<file path="src/rtl/fetch_seq_ctrl.sv">
// Fetch sequencer: runs one instruction-memory request at a time. It merges memory wait
// states with hazard stalls and EX redirects, and drops responses that a redirect made stale.
module fetch_seq_ctrl #(
    parameter int P_DATA_WIDTH = 32,
    parameter int PC_WIDTH     = 9,
    parameter int P_CNT_WIDTH  = 16
) (
    input  logic                    i_clk,
    input  logic                    i_rst_n,
    input  logic [PC_WIDTH:0]       i_pc_f,
    input  logic                    i_hazard_stall,
    input  logic                    i_pcsrc_e,
    output logic                    o_mem_req,
    output logic [PC_WIDTH:0]       o_mem_addr,
    input  logic                    i_mem_gnt,
    input  logic                    i_mem_rvalid,
    input  logic [P_DATA_WIDTH-1:0] i_mem_rdata,
    output logic [P_DATA_WIDTH-1:0] o_instr_f,
    output logic                    o_instr_valid,
    output logic                    o_stall_f,
    output logic                    o_stall_d,
    output logic                    o_flush_d,
    output logic [P_CNT_WIDTH-1:0]  o_stall_cnt
);

    typedef enum logic [2:0] {
        S_IDLE,
        S_REQ,
        S_WAIT,
        S_HOLD,
        S_DROP
    } state_t;

    state_t                  state_q, state_d;
    logic [P_DATA_WIDTH-1:0] hold_buf_q;
    logic                    hold_cap;
    logic [P_CNT_WIDTH-1:0]  cnt_q;
    logic                    is_idle;

    always_ff @(posedge i_clk or negedge i_rst_n) begin
        if (!i_rst_n) begin
            state_q <= S_IDLE;
        end else begin
            state_q <= state_d;
        end
    end

    always_comb begin
        state_d       = state_q;
        hold_cap      = 1'b0;
        o_mem_req     = 1'b0;
        o_instr_f     = '0;
        o_instr_valid = 1'b0;
        case (state_q)
            S_IDLE: state_d = S_REQ;
            S_REQ: begin
                o_mem_req = 1'b1;
                if (i_mem_gnt) state_d = i_pcsrc_e ? S_DROP : S_WAIT;
            end
            S_WAIT: begin
                o_instr_f     = i_mem_rdata;
                o_instr_valid = i_mem_rvalid & ~i_pcsrc_e;
                if (i_mem_rvalid) begin
                    if (i_pcsrc_e) begin
                        state_d = S_REQ;
                    end else if (i_hazard_stall) begin
                        // Decode cannot take it yet; park it until the hazard clears.
                        hold_cap = 1'b1;
                        state_d  = S_HOLD;
                    end else begin
                        state_d = S_REQ;
                    end
                end else if (i_pcsrc_e) begin
                    state_d = S_DROP;
                end
            end
            S_HOLD: begin
                o_instr_f     = hold_buf_q;
                o_instr_valid = ~i_pcsrc_e;
                if (i_pcsrc_e || !i_hazard_stall) state_d = S_REQ;
            end
            S_DROP: begin
                // The memory still owes one response for the old path; it is absorbed here.
                if (i_mem_rvalid) state_d = S_REQ;
            end
            default: state_d = S_IDLE;
        endcase
    end

    assign o_mem_addr = o_mem_req ? i_pc_f : '0;
    assign is_idle    = (state_q == S_IDLE);

    // IDLE has a fixed output set: PC frozen, decode fed a bubble.
    always_comb begin
        if (is_idle) begin
            o_stall_f = 1'b1;
            o_stall_d = 1'b0;
            o_flush_d = 1'b1;
        end else begin
            o_stall_f = ~i_pcsrc_e & (i_hazard_stall | ~o_instr_valid);
            o_stall_d = i_hazard_stall & ~i_pcsrc_e;
            o_flush_d = i_pcsrc_e | (~o_instr_valid & ~i_hazard_stall);
        end
    end

    always_ff @(posedge i_clk or negedge i_rst_n) begin
        if (!i_rst_n) begin
            hold_buf_q <= '0;
        end else if (hold_cap) begin
            hold_buf_q <= i_mem_rdata;
        end
    end

    // Counts only the stall cycles caused by memory, not those caused by hazards. Saturates.
    always_ff @(posedge i_clk or negedge i_rst_n) begin
        if (!i_rst_n) begin
            cnt_q <= '0;
        end else if (o_stall_f && !i_hazard_stall && !(&cnt_q)) begin
            cnt_q <= cnt_q + {{(P_CNT_WIDTH-1){1'b0}}, 1'b1};
        end
    end

    assign o_stall_cnt = cnt_q;

endmodule

</file>
<file path="config.mk">
export PLATFORM = sky130hd
export DESIGN_NAME = fetch_seq_ctrl
export DESIGN_NICKNAME = d
export VERILOG_FILES = /design/src/rtl/fetch_seq_ctrl.sv
export SDC_FILE = /design/constraint.sdc
export NUM_CORES = 1
export LEC_CHECK = 0
export CELL_PAD_IN_SITES_DETAIL_PLACEMENT = 1
export CELL_PAD_IN_SITES_GLOBAL_PLACEMENT = 2
export CORE_MARGIN = 3
export CORE_UTILIZATION = 26
export CTS_BUF_LIST = sky130_fd_sc_hd__clkbuf_16
export CTS_CLUSTER_SIZE = 10
export DETAILED_ROUTE_END_ITERATION = 7
export PLACE_DENSITY_LB_ADDON = 0.1
export SLEW_MARGIN = 20
export SYNTH_ARGS = -nofsm -noshare
export SYNTH_HDL_FRONTEND = slang
export SYNTH_SLANG_ARGS = --single-unit
</file>
<file path="constraint.sdc">
create_clock -name i_clk -period 1.8 [get_ports i_clk]
set_input_delay 0.45 -clock i_clk [delete_from_list [all_inputs] [get_ports i_clk]]
set_output_delay 0.45 -clock i_clk [all_outputs]
set_load 0.01 [all_outputs]
</file>
Word-level counts from Yosys, hierarchy flattened
Index checks and enable logic that the tools add are counted.
{"block": "word_totals", "regBits": 51, "inputBits": 48, "output_inout_bits": 63, "wordCells": 49}
{"block": "op_classes", "add_sub_neg": 1, "n_eq_ne": 8, "n_mux": 20, "bitwise_logic": 9, "reduce_logical": 8}
{"operator": "32-bit one-hot mux with 2 select lines", "n": 1}
{"operator": "3-bit two-way mux", "n": 6}
{"operator": "16-bit by 1-bit adder with 16-bit output, second input constant", "n": 1}
{"operator": "16-bit AND reduction", "n": 1}
{"operator": "3-bit one-hot mux with 5 select lines", "n": 1}
{"operator": "10-bit two-way mux", "n": 1}
{"operator": "1-bit two-way mux", "n": 8}
{"operator": "3-bit by 2-bit == test with 1-bit output, second input constant", "n": 2}
{"operator": "2-bit inequality test, second input constant", "n": 3}
{"operator": "1-bit AND", "n": 4}
{"operator": "2-bit two-way mux", "n": 2}
{"operator": "4-bit AND reduction", "n": 1}
{"operator": "3-bit by 1-bit == test with 1-bit output, second input constant", "n": 1}
{"operator": "3-bit == test, second input constant", "n": 1}
{"operator": "3-bit logical NOT", "n": 1}
{"operator": "3-bit inequality test, second input constant", "n": 1}
{"operator": "1-bit NOT", "n": 3}
{"operator": "1-bit logical AND", "n": 2}
{"operator": "1-bit logical NOT", "n": 2}
{"operator": "1-bit OR", "n": 2}
{"operator": "1-bit one-hot mux with 2 select lines", "n": 1}
{"operator": "1-bit logical OR", "n": 1}

Depth between registers and ports, before layout
{"block": "depth", "ltp_word": 9, "mapped_depth": 6, "ltp_nobuf": 5}

Worst setup path before layout
OpenSTA, ideal clock, no wires.
{"block": "synth_timing", "path_type": "register to output", "from": "register state_q[0]", "to": "output o_mem_addr[0]", "arrival_time_ns": 1.372, "required_ns": 1.350, "path_slack_ns": -0.022, "path_stages_with_launch": 5, "path_buffers": 1, "path_cell_list": "dfrtp_1 -> inv_1 -> nor3_1 -> clkbuf_1 -> and2_1"}
{"block": "synth_via", "elab_chain_len": 3}
{"item": "from (decl)", "line_no": "34", "text": "state_t state_q, state_d;"}
{"item": "from (signal assigned)", "line_no": "44", "text": "state_q <= state_d;"}
{"item": "3-bit by 1-bit == test with 1-bit output", "line_no": "54", "text": "case (state_q)"}
{"item": "1-bit two-way mux", "line_no": "54"}
{"item": "via o_mem_req", "line_no": "13", "text": "output logic o_mem_req,"}
{"item": "10-bit two-way mux", "line_no": "90", "text": "assign o_mem_addr = o_mem_req ? i_pc_f : '0;"}
{"item": "to (decl)", "line_no": "14", "text": "output logic [PC_WIDTH:0] o_mem_addr,"}
The timed path passes the listed nets, and every way through them passes these cells.

Worst setup path in the final report
{"block": "layout_timing", "from": "register state_q[0]", "to": "output o_instr_f[8]"}
{"block": "layout_via", "elab_chain_len": 2, "word_cells_on_any_way": 3, "classes_between": "2 x eq/ne; 1 x mux"}
{"item": "3-bit by 2-bit == test with 1-bit output", "line_no": "54"}
{"item": "32-bit one-hot mux with 2 select lines (*)", "line_no": "54"}
{"item": "to (decl)", "line_no": "18", "text": "output logic [P_DATA_WIDTH-1:0] o_instr_f,"}
Mark *: on every way between the ends. The rest lies on a longest branch, timed or not.

==> impl_metrics.json <==
{
  "synth_seq_cells": 51,
  "ys_types": 41,
  "grt_first_pass_wirelength_um": 15040,
  "fp.dieH_um": 108.4,
  "rsz0062_at_grt": "yes",
  "fin_cells": 545,
  "swShare_pct": 34.51,
  "cts_tree": "done",
  "reg2reg_to": "o_stall_cnt[1]$_DFFE_PN0P_",
  "seqPwrFrac_pct": 28.2,
  "slew_violations": 0,
  "final_cell_mix": "clkdlybuf4s50_1, dfrtp_1, buf_4, buf_2, a22o_1",
  "violations": "negative setup slack",
  "start_util_pct": 27.24,
  "worst-slew-pin-transition_ns": 0.6479,
  "die_w_um": 108.4,
  "grt.met3_usage_pct": 2.507,
  "fin_util_pct": 50.96,
  "cp-end-kind": "output port",
  "drtPass1Iterations": 5,
  "slew_headroom_pct": 56.48,
  "powerDensity_mw_per_mm2": 1280,
  "ir_drop_uv": 627.2,
  "grt_use_met2_pct": 27.66,
  "rr_startpoint": "state_q[2]$_DFFE_PN0P_",
  "final.setup.tns_ns": -17.88,
  "syn_nets": 280,
  "final.fill_count": 1050,
  "crit_type": "register to output port",
  "gp_congestion": 0.7653,
  "top_usage_layer": "met2",
  "ys_seq_area_share_pct": 46.85,
  "place_inst": 495,
  "cap_violations": 0,
  "portBuffers": 110,
  "use_met1_pct": 22.48,
  "nets": 460,
  "antenna_found_initial": 0,
  "syn2layout_area_growth_pct": 87.09,
  "grt_max_degree": 30,
  "final_common_cell": "clkdlybuf4s50_1",
  "p_total_w": 0.006523,
  "crit_arrival_ns": 1.69,
  "clockRootBuffer": "clkbuf_16",
  "route.detailed.drc": 0,
  "power_frac_clock_pct": 14.7,
  "drt_iter0_drc": 68,
  "p_int_w": 0.004272,
  "cts_made_buffers": 5,
  "n_antenna_cell": 0,
  "clock_skew_ns": 0.006873,
  "grt_pass1_vias": 2770,
  "drt_wl_total_um": 9907,
  "hold_path_class": "primary input to asynchronous set/reset pin",
  "max_freq_ghz": 0.4669,
  "num_vias": 2641,
  "num_io_pins": 111,
  "period_minus_slack_ns": 2.142,
  "dp_hpwl_um": 5775,
  "comb_power_share_pct": 57.1,
  "multi_input_area_mm2": 0.001612,
  "setup_violations": 93,
  "overflow": 0,
  "htree_levels": 2,
  "synthCells": 231,
  "cts.sinks": 51,
  "fin_ws_ns": -0.3417,
  "std_cell_rows": 36,
  "holdWs_ns": 0.1235,
  "r2r_slack_ns": -0.17,
  "insertion_delay_ns": 0.28,
  "drive_above_1_share_pct": 48.30,
  "wire_per_inst_um": 18.18,
  "syn_avg_cell_area_um2": 11.79,
  "path_clk_slew_ns": 0.07,
  "cts-hold-fix-buffers": 0,
  "regArea_mm2": 0.001284,
  "final_hold_viol_count": 0,
  "postRouteAntennaNets": 0,
  "ctsLongestPathBuffers": 2,
  "crit_required_ns": 1.35,
  "die_area_mm2": 0.01174,
  "fin_crit_sh_pct": 119.0,
  "leakagePower_nw": 2.434,
  "grt_usage_pct": 16.31,
  "synth_area_mm2": 0.002724,
  "fp.coreArea_mm2": 0.01000,
  "yosys_warnings": 0,
  "vias_per_cell": 4.846,
  "crit_path_max_fanout": 6,
  "reg2reg_depth": 11,
  "p_switching_w": 0.002251,
  "status": "finished with violations",
  "start_kind": "register"
}
-- layer usage --
layer	vias to the layer above	share of wire, %
met4	0	0.52
li1	1230	-
met1	1337	47
met3	5	4.9
met5	-	0
met2	69	48
-- kinds of logic after synthesis --
family	count (synthesis)	share of synthesized area, %
AND/OR/NAND/NOR	61	14.33
XOR/XNOR	15	4.823
multiplexers	33	14.88
adder cells (fa/ha/maj)	1	0.4593
flip-flops	51	46.85
AO/OA/AOI/OAI	49	14.93
buffers and inverters	21	3.720
-- worst max-delay path: stages (launching register included) --
cell and delay [ns]:
dfrtp_1 0.41, buf_6 0.13, nor3b_4 0.21, buf_6 0.15
buf_12 0.12, buf_6 0.09, a22o_1 0.16, buf_2 0.14
-- stage by stage --
step	setup slack [ns]	instance area [um2]
2_1_floorplan	0.04306	2725
3_3_place_gp	-0.5105	4243
3_5_place_dp	-0.5620	4243
4_1_cts	-0.4193	4913
5_1_grt	-0.4218	5096
6_report	-0.3417	5096
-- power by group through the flow --
stage               clock, W  combinational [W]  sequential [W]
floorplan                  0            0.00131         0.00180
global placement           0            0.00273         0.00182
detailed placement         0            0.00275         0.00184
CTS                 0.000992            0.00352         0.00182
global route         0.00102            0.00400         0.00191
finish              0.000961            0.00372         0.00184
-- cell usage after synthesis --
| master | count | area [um2] |
|---|---|---|
| dfrtp_1 | 51 | 1276 |
| a22o_1 | 33 | 289.0 |
| mux2_1 | 20 | 225.2 |
| and2_1 | 10 | 62.56 |
| nor2_1 | 10 | 37.54 |
| xor2_1 | 10 | 87.58 |
| mux2_4 | 9 | 135.1 |
| nand4_1 | 9 | 56.30 |
| clkbuf_1 | 8 | 30.03 |
| inv_1 | 6 | 22.52 |
| nor3_1 | 6 | 30.03 |
| nor4_1 | 5 | 31.28 |
| xnor2_1 | 5 | 43.79 |
| mux2_2 | 4 | 45.04 |
| nand3_1 | 4 | 20.02 |
| o21ai_0 | 4 | 20.02 |
| a21oi_1 | 3 | 15.01 |
| and3_1 | 3 | 18.77 |
| buf_4 | 3 | 22.52 |
| nand2_1 | 3 | 11.26 |
| buf_2 | 2 | 10.01 |
| nand2b_1 | 2 | 12.51 |
| nand4_2 | 2 | 25.02 |
| nor3b_1 | 2 | 15.01 |
| a211oi_1 | 1 | 7.510 |
| a21boi_0 | 1 | 7.510 |
| a22oi_2 | 1 | 12.51 |
| a31oi_1 | 1 | 6.260 |
| a32o_1 | 1 | 10.01 |
| buf_6 | 1 | 11.26 |
| clkbuf_2 | 1 | 5.000 |
| ha_1 | 1 | 12.51 |
| nor3b_4 | 1 | 18.77 |
| nor4_2 | 1 | 12.51 |
| nor4_4 | 1 | 21.27 |
| o22ai_2 | 1 | 12.51 |
| o311a_1 | 1 | 10.01 |
| o31ai_1 | 1 | 7.510 |
| o32ai_1 | 1 | 8.760 |
| or3_1 | 1 | 6.260 |
| or4_4 | 1 | 11.26 |
-- cell type report --
class | count | share of cell area (%)
clock buffer | 5 | 2.455
clock inverter | 3 | 0.3437
inverter | 6 | 0.4419
multi-input combinational | 159 | 31.62
sequential | 51 | 25.19
tap | 133 | 3.265
timing repair buffer | 188 | 36.68
-- state kept, by name, indices dropped and copies added (netlist names) --
register / count
state_q: 3
hold_buf_q: 32
o_stall_cnt: 16
-- timing repair --
action | CTS | global route
gates cloned | 10 | 1
pin swaps | 22 | 30
gates resized for setup | 226 | 48
setup buffers | 29 | 7
endpoints found under the setup margin | 86 | 98
-- worst max path at each step --
stage	start	to	slack, ns	cells past startpoint
2_1_floorplan	state_q[1]$_DFFE_PN0P_	o_instr_f[0]	0.04	5
3_5_place_dp	i_pcsrc_e	o_flush_d	-0.56	5
3_3_place_gp	i_mem_rvalid	o_instr_valid	-0.51	4
6_report	state_q[0]$_DFFE_PN0P_	o_instr_f[8]	-0.34	7
5_1_grt	state_q[0]$_DFFE_PN0P_	o_instr_f[8]	-0.42	7
4_1_cts	state_q[2]$_DFFE_PN0P_	o_instr_f[28]	-0.42	8
Note: power is estimated with default switching activity, not from simulation.
